==> src/rtl/mem_port_arbiter_pkg.sv <==
// mem_port_arbiter_pkg: owner encoding, read-tag type and default widths for the memory arbiter
package mem_port_arbiter_pkg;
    localparam int ADDR_W = 18;
    localparam int DATA_W = 8;
    typedef enum logic [1:0] {
        OWN_IDLE = 2'd0,
        OWN_VGA  = 2'd1,
        OWN_ALG  = 2'd2
    } owner_t;
    typedef struct packed {
        logic valid;
        logic is_vga;
        logic force_zero;
    } tag_t;
endpackage

==> src/rtl/mem_port_arbiter_rd_tag_pipe.sv <==
// rd_tag_pipe: latency-matched shift register of read tags, cleared by synchronous active-low reset
module rd_tag_pipe
    import mem_port_arbiter_pkg::*;
#(
    parameter int DEPTH = 3
)(
    input  logic clock,
    input  logic reset,
    input  tag_t din,
    output tag_t dout
);
    tag_t stage [DEPTH];
    // shift one tag per cycle; clearing drops every in-flight read
    always_ff @(posedge clock) begin
        if (!reset) begin
            for (int i = 0; i < DEPTH; i++) stage[i] <= '0;
        end else begin
            stage[0] <= din;
            for (int i = 1; i < DEPTH; i++) stage[i] <= stage[i-1];
        end
    end
    assign dout = stage[DEPTH-1];
endmodule

==> src/rtl/mem_port_arbiter.sv <==
// mem_port_arbiter: time-slot sharing of the image memory between VGA fetch and algorithm port
// Optional stall_cnt/vga_miss outputs exist only when MEM_PORT_ARBITER_STATS_EN is defined
module mem_port_arbiter
    import mem_port_arbiter_pkg::*;
#(
    parameter int ADDR_W      = mem_port_arbiter_pkg::ADDR_W,
    parameter int DATA_W      = mem_port_arbiter_pkg::DATA_W,
    parameter int RD_LAT      = 2,
    parameter int SLOT_PERIOD = 4
)(
    input  logic              clock,
    input  logic              reset,
    input  logic              vga_req,
    input  logic [ADDR_W-1:0] vga_addr,
    output logic [DATA_W-1:0] vga_data,
    output logic              vga_valid,
    input  logic              alg_req,
    input  logic              alg_we,
    input  logic [ADDR_W-1:0] alg_addr,
    input  logic [DATA_W-1:0] alg_wdata,
    output logic              alg_gnt,
    output logic [DATA_W-1:0] alg_rdata,
    output logic              alg_rvalid,
    input  logic              alg_burst,
    output logic [ADDR_W-1:0] mem_addr,
    output logic [DATA_W-1:0] mem_data,
    output logic              mem_wren,
    input  logic [DATA_W-1:0] mem_q
`ifdef MEM_PORT_ARBITER_STATS_EN
    ,
    output logic [15:0]       stall_cnt,
    output logic              vga_miss
`endif
);
    localparam int SW = (SLOT_PERIOD > 1) ? $clog2(SLOT_PERIOD) : 1;
    logic [SW-1:0] slot;
    logic          vga_slot;
    owner_t        owner;
    tag_t          push;
    tag_t          tail;
    // owner decision and tag for the access issued at the coming edge
    always_comb begin
        vga_slot = (slot == '0);
        owner = !reset ? OWN_IDLE :
                (vga_slot && vga_req && !alg_burst) ? OWN_VGA :
                alg_req ? OWN_ALG : OWN_IDLE;
        push.valid = (owner == OWN_VGA) || (owner == OWN_ALG && !alg_we);
        push.is_vga = (owner == OWN_VGA);
        // a ceded VGA slot still owes the display a (black) pixel; this flag rides alongside any ALG read
        push.force_zero = reset && vga_slot && vga_req && alg_burst;
    end
    assign alg_gnt = (owner == OWN_ALG);
    // slot counter and registered memory command
    always_ff @(posedge clock) begin
        if (!reset) begin
            slot     <= '0;
            mem_addr <= '0;
            mem_data <= '0;
            mem_wren <= 1'b0;
        end else begin
            slot     <= (slot == SW'(SLOT_PERIOD - 1)) ? '0 : slot + SW'(1);
            mem_wren <= (owner == OWN_ALG) && alg_we;
            if (owner == OWN_VGA) begin
                mem_addr <= vga_addr;
            end else if (owner == OWN_ALG) begin
                mem_addr <= alg_addr;
                mem_data <= alg_wdata;
            end
        end
    end
    rd_tag_pipe #(.DEPTH(RD_LAT + 1)) u_tags (
        .clock(clock),
        .reset(reset),
        .din  (push),
        .dout (tail)
    );
    // steer returning read data to its requester when the matching tag reaches the tail
    always_ff @(posedge clock) begin
        if (!reset) begin
            vga_data   <= '0;
            vga_valid  <= 1'b0;
            alg_rdata  <= '0;
            alg_rvalid <= 1'b0;
        end else begin
            vga_valid  <= (tail.valid && tail.is_vga) || tail.force_zero;
            alg_rvalid <= tail.valid && !tail.is_vga;
            if (tail.force_zero) vga_data <= '0;
            else if (tail.valid && tail.is_vga) vga_data <= mem_q;
            if (tail.valid && !tail.is_vga) alg_rdata <= mem_q;
        end
    end
`ifdef MEM_PORT_ARBITER_STATS_EN
    // saturating count of cycles the algorithm waited, plus forced-black pixel pulse
    always_ff @(posedge clock) begin
        if (!reset) begin
            stall_cnt <= '0;
            vga_miss  <= 1'b0;
        end else begin
            vga_miss <= tail.force_zero;
            if (alg_req && !alg_gnt && stall_cnt != 16'hFFFF) stall_cnt <= stall_cnt + 16'd1;
        end
    end
`endif
endmodule

==> config.mk <==
export PLATFORM = sky130hd
export DESIGN_NAME = mem_port_arbiter
export DESIGN_NICKNAME = d
export VERILOG_FILES = /design/src/rtl/mem_port_arbiter_pkg.sv /design/src/rtl/mem_port_arbiter_rd_tag_pipe.sv /design/src/rtl/mem_port_arbiter.sv
export SDC_FILE = /design/constraint.sdc
export NUM_CORES = 1
export LEC_CHECK = 0
export CAP_MARGIN = 20
export CORE_ASPECT_RATIO = 1.5
export CORE_MARGIN = 2
export CORE_UTILIZATION = 44
export DETAILED_ROUTE_END_ITERATION = 16
export PLACE_DENSITY = 0.91
export SYNTH_ARGS = -nofsm -noshare
export SYNTH_HDL_FRONTEND = slang
export SYNTH_SLANG_ARGS = --single-unit
export TNS_END_PERCENT = 20
==> constraint.sdc <==
create_clock -name clock -period 2.7 [get_ports clock]
set_input_delay 0.675 -clock clock [delete_from_list [all_inputs] [get_ports clock]]
set_output_delay 0.675 -clock clock [all_outputs]
set_load 0.02 [all_outputs]
=== Word level (Yosys, flattened, before mapping) ===
Memories as Yosys holds them, arrays and structs flattened.
Index checks and enable logic that the tools add are counted.

* Output and inout bits: 46
* Bits in registers: 47
* Logic and storage cells: 47
* RAM bits: 9
* Memories kept: 1
* Input bits: 58

{| class="wikitable"
|+ Memory list
! memory !! words !! width !! rd ports !! clocked after Yosys merged registers in !! write ports !! line !! text
|-
| u_tags.stage || 3 || 3 || 3 || 0 || 3 || mem_port_arbiter_rd_tag_pipe.sv:12 || <nowiki>tag_t stage [DEPTH];</nowiki>
|}

* Add/subtract/negate cells: 1
* Reductions and logical operators: 19
* Bitwise operators: 5
* Muxes and demuxes: 10
* Equality and inequality tests: 3

{| class="wikitable"
|+ Operators with widths
! operator !! number
|-
| $mux 18 || 2
|-
| $logic_and 1x1->1 || 9
|-
| $mux 3 || 3
|-
| $mux 2 || 3
|-
| $eq 2x2->1 const B || 2
|-
| $reduce_or 2->1 || 2
|-
| $logic_not 1->1 || 3
|-
| $or 1x1->1 || 3
|-
| $add 2x1->2 const B || 1
|-
| $eq 2x1->1 const B || 1
|-
| $logic_not 2->1 || 1
|-
| $logic_or 1x1->1 || 2
|-
| $mux 1 || 2
|-
| $not 1->1 || 2
|-
| $reduce_and 2->1 || 1
|-
| $reduce_bool 2->1 || 1
|}

=== Logic depth before layout (Yosys ltp) ===
* Depth after elaboration: 9
* Depth in mapped cells: 9
* Gate-level depth less buffers: 8

=== By module ===
Synthesis repeated with hierarchy kept, for this count alone.

* Cell total of the unflattened synthesis: 229
* Area total of the unflattened synthesis: 2197.1 um^2

{| class="wikitable"
|+ By module, submodules not included
! module !! times used !! cells each !! sequential area each (um^2) !! area each (um^2)
|-
| mem_port_arbiter || 1 || 208 || 940.9 || 1938.1
|-
| rd_tag_pipe || 1 || 21 || 180.2 || 259.0
|}

=== Worst setup path before layout ===
No wires, ideal clock.

* Path kind: input to output
* Start point: input port reset
* End point: output port alg_gnt
* Arrival time: 1.275 ns
* Setup slack: 0.750 ns
* Buffers on the path: 1
* Cell stages on the path: 4
* Cell sequence: buf_6 > nand3_1 > nand2b_4 > ha_1

* Cells in the longest elaborated chain, start to end: 2

{| class="wikitable"
|+ Ends and longest elaborated chain
! item !! line !! text
|-
| from (decl) || mem_port_arbiter.sv:12 || <nowiki>input logic reset,</nowiki>
|-
| $mux 2 || mem_port_arbiter.sv:44 || <nowiki>owner = !reset ? OWN_IDLE :</nowiki>
|-
| $eq 2x2->1 || mem_port_arbiter.sv:52 || <nowiki>assign alg_gnt = (owner == OWN_ALG);</nowiki>
|-
| to (decl) || mem_port_arbiter.sv:21 || <nowiki>output logic alg_gnt,</nowiki>
|}

Every way passes these cells.

=== Worst setup path in the final report ===
Same ends and word-level chain as after synthesis.

==> flow_summary.json <==
{
  "layout.nets": 389,
  "synth_largest_area_cell": "dfxtp_1",
  "grt_max_degree": 49,
  "syn_inst": 225,
  "grt_use_total_pct": 18.5,
  "max_freq_mhz": 383,
  "syn_nets": 288,
  "row_count": 31,
  "worst-setup-path-type": "input port to output pin",
  "gp_congestion": 0.765,
  "run_status": "finished clean",
  "rr_startpoint": "slot[0]",
  "place_ws_ps": -158,
  "max-cap-violations": 0,
  "cts-root-buf": "clkbuf_8",
  "finalClockSkew_ps": 7.23,
  "synth_top_area_share_pct": 50.9,
  "reg2reg_slack_ps": 790,
  "cp_top_family": "buffers and inverters",
  "stdcell_area_um2": 3390,
  "grt_setup_unrepaired": "no",
  "ctsHoldBuffers": 0,
  "totalWireLength_um": 5060,
  "critical_path_buf_inv_count": 2,
  "dpl.hpwl_um": 3830,
  "cp.depth": 5,
  "drive_gt1_share_pct": 5.81,
  "place_area_um2": 3290,
  "start_util_pct": 45.8,
  "coreArea_um2": 4810,
  "hold_viol_final": 0,
  "drc": 0,
  "antenna_cells": 0,
  "ys_types": 27,
  "post-route-util_pct": 70.6,
  "seq_area_frac_synth_pct": 50.9,
  "arrival_ps": 1930,
  "setup.worst_path.end": "alg_gnt",
  "crit_chain": "clkdlybuf4s50_1 -> nand3_1 -> nand2b_4 -> ha_1 -> clkdlybuf4s15_1",
  "cpMaxStageDelayCell": "clkdlybuf4s50_1",
  "setup_violations": 0,
  "dp.cells": 385,
  "cts.sinks": 56,
  "ant_nets": 0,
  "cts_buffers": 5,
  "yosys_warnings": 0,
  "io_pins": 104,
  "layout.cells.non_filler": 393,
  "die_w_um": 61.8,
  "drv_slew": 0,
  "syn_to_final_growth_pct": 54.0,
  "grt_overflow": 0,
  "p_leak_nw": 1.26,
  "post_cts_buffers": 0,
  "drt_iter0_drc": 72,
  "wl_per_cell_um": 12.9,
  "fin_crit_sh_pct": 96.7,
  "fp.dieH_um": 90.7,
  "r2r_cells": 10,
  "synthTopCellsByArea": "dfxtp_1 51%, mux2i_1 12%, a21oi_1 6.1%",
  "synth_seq_cells": 56,
  "clockBufferDepth": 2,
  "port_buffers": 103,
  "startpoint_type": "input port",
  "worstSetupStartpoint": "reset",
  "dieArea_um2": 5600,
  "via_per_inst": 4.81,
  "grt_pass1_wl_um": 7800,
  "dr.pass1.iters": 4,
  "clkLatencyLatePin_ps": 300,
  "min_path_type": "register to register",
  "critPathMaxFanout": 3,
  "avgSynthCellArea_um2": 9.79,
  "layout_setup_ws_ps": 90.2,
  "setup_tns_ps": 0,
  "antenna_found_initial": 0,
  "ir_drop_uv": 482,
  "relSlewSlack_pct": 55.3,
  "crit_required_ps": 2030,
  "slowest_delay_ps": 500,
  "vias": 1892,
  "power.density_nw_per_um2": 516,
  "end_kind": "output pin",
  "cts_tree": "done",
  "r2r-end": "mem_addr[7]",
  "worst_pin_slew_ps": 669,
  "first_global_vias": 1791,
  "netlist_area_um2": 2200,
  "path_clk_slew_ps": 90,
  "min_period_ps": 2610,
  "cts_max_level": 2
}
-- cell usage in the layout (no fill, tap or decap), types with 5 or more instances in the layout --
| cell | count |
|---|---|
| clkbuf_8 | 5 |
| nand2_1 | 25 |
| clkdlybuf4s50_1 | 102 |
| mux2i_1 | 26 |
| and2_1 | 8 |
| o21ai_0 | 16 |
| buf_4 | 5 |
| a21oi_1 | 27 |
| a21boi_1 | 8 |
| ha_1 | 5 |
| nand3_1 | 9 |
| dfxtp_1 | 56 |
| nor2b_1 | 11 |
-- metal layers --
metal	vias to the layer above	part of all wire [%]	wire length, µm	GRT usage [%]
li1	959	-	-	-
met5	-	0	0	0
met1	848	40	2010	20.0
met4	0	1.5	75	6.91
met3	9	7.2	363	7.45
met2	76	52	2610	30.9
-- synth_stat cells, drive strengths merged --
cell / instances
a21boi: 8
nand2b: 3
o21a: 1
buf: 16
o21ai: 18
dfxtp: 56
o211a: 1
ha: 5
nand2: 26
nor3b: 1
and3: 1
inv: 6
mux2i: 26
nor2b: 11
nand3: 9
nor2: 1
and2: 8
a21oi: 27
and3b: 1
-- worst min-delay path by stage --
stage	from	end	slack [ps]	depth (start not counted)
after global placement	u_tags.stage[0][1]	u_tags.stage[0][4]	410	1
after floorplan	u_tags.stage[0][0]	u_tags.stage[0][3]	410	1
after global routing	u_tags.stage[0][3]	u_tags.stage[0][6]	450	1
after CTS	u_tags.stage[0][5]	u_tags.stage[0][8]	430	1
final	u_tags.stage[0][5]	u_tags.stage[0][8]	430	1
after detailed placement	u_tags.stage[0][0]	u_tags.stage[0][3]	420	1
-- cells by family (layout without fill, tap and decap cells) --
group,count (synthesis),in the layout,synth area share [%]
buffers and inverters,22,124,5.96
DFF,56,56,50.9
adders and majority gates,5,5,2.84
AOI/OAI and AO/OA,55,55,13.9
and+or+nand+nor,61,61,14.6
muxes,26,26,11.8
-- through the flow --
step | total power [mW] | hold WS, ps
after floorplan | 1.06 | 412
after global placement | 1.24 | 414
after detailed placement | 1.25 | 420
after CTS | 1.77 | 434
after global routing | 1.85 | 451
final | 1.75 | 431
-- flip-flops by register name, summed over array words and instances (netlist names) --
signal        flops
mem_wren          1
mem_addr         18
mem_data          8
u_tags.stage      9
vga_data          8
alg_rdata         8
vga_valid         1
slot              2
alg_rvalid        1
-- area by class of cell --
| type | instances | area (µm²) |
|---|---|---|
| fill | 372 | 1420 |
| sequential | 56 | 1120 |
| timing repair buffer | 110 | 1110 |
| multi-input combinational | 147 | 951 |
| tap | 66 | 82.6 |
| clock buffer | 6 | 72.6 |
| clock inverter | 2 | 35.0 |
| inverter | 6 | 22.5 |
-- power by group --
group | internal, mW | total (mW) | switching (mW) | leakage, nW
Clock | 0.276 | 0.528 | 0.252 | 0.0552
Combinational | 0.190 | 0.335 | 0.145 | 0.753
Sequential | 0.868 | 0.889 | 0.0205 | 0.457
Total | 1.33 | 1.75 | 0.417 | 1.26
-- worst register-to-register path: cells and delay by family, from the launching register on --
family	cells	cell delay, ps
flops	1	330
simple gates	2	280
buf+inv	4	520
compound gates	2	240
fa+ha+maj	2	470
-- what timing repair did --
action | in CTS | in global routing
endpoints found under the setup margin | 1 | 1
cloned | 0 | 0
gates resized for setup | 1 | 1
(Power assumes the default switching activity.)
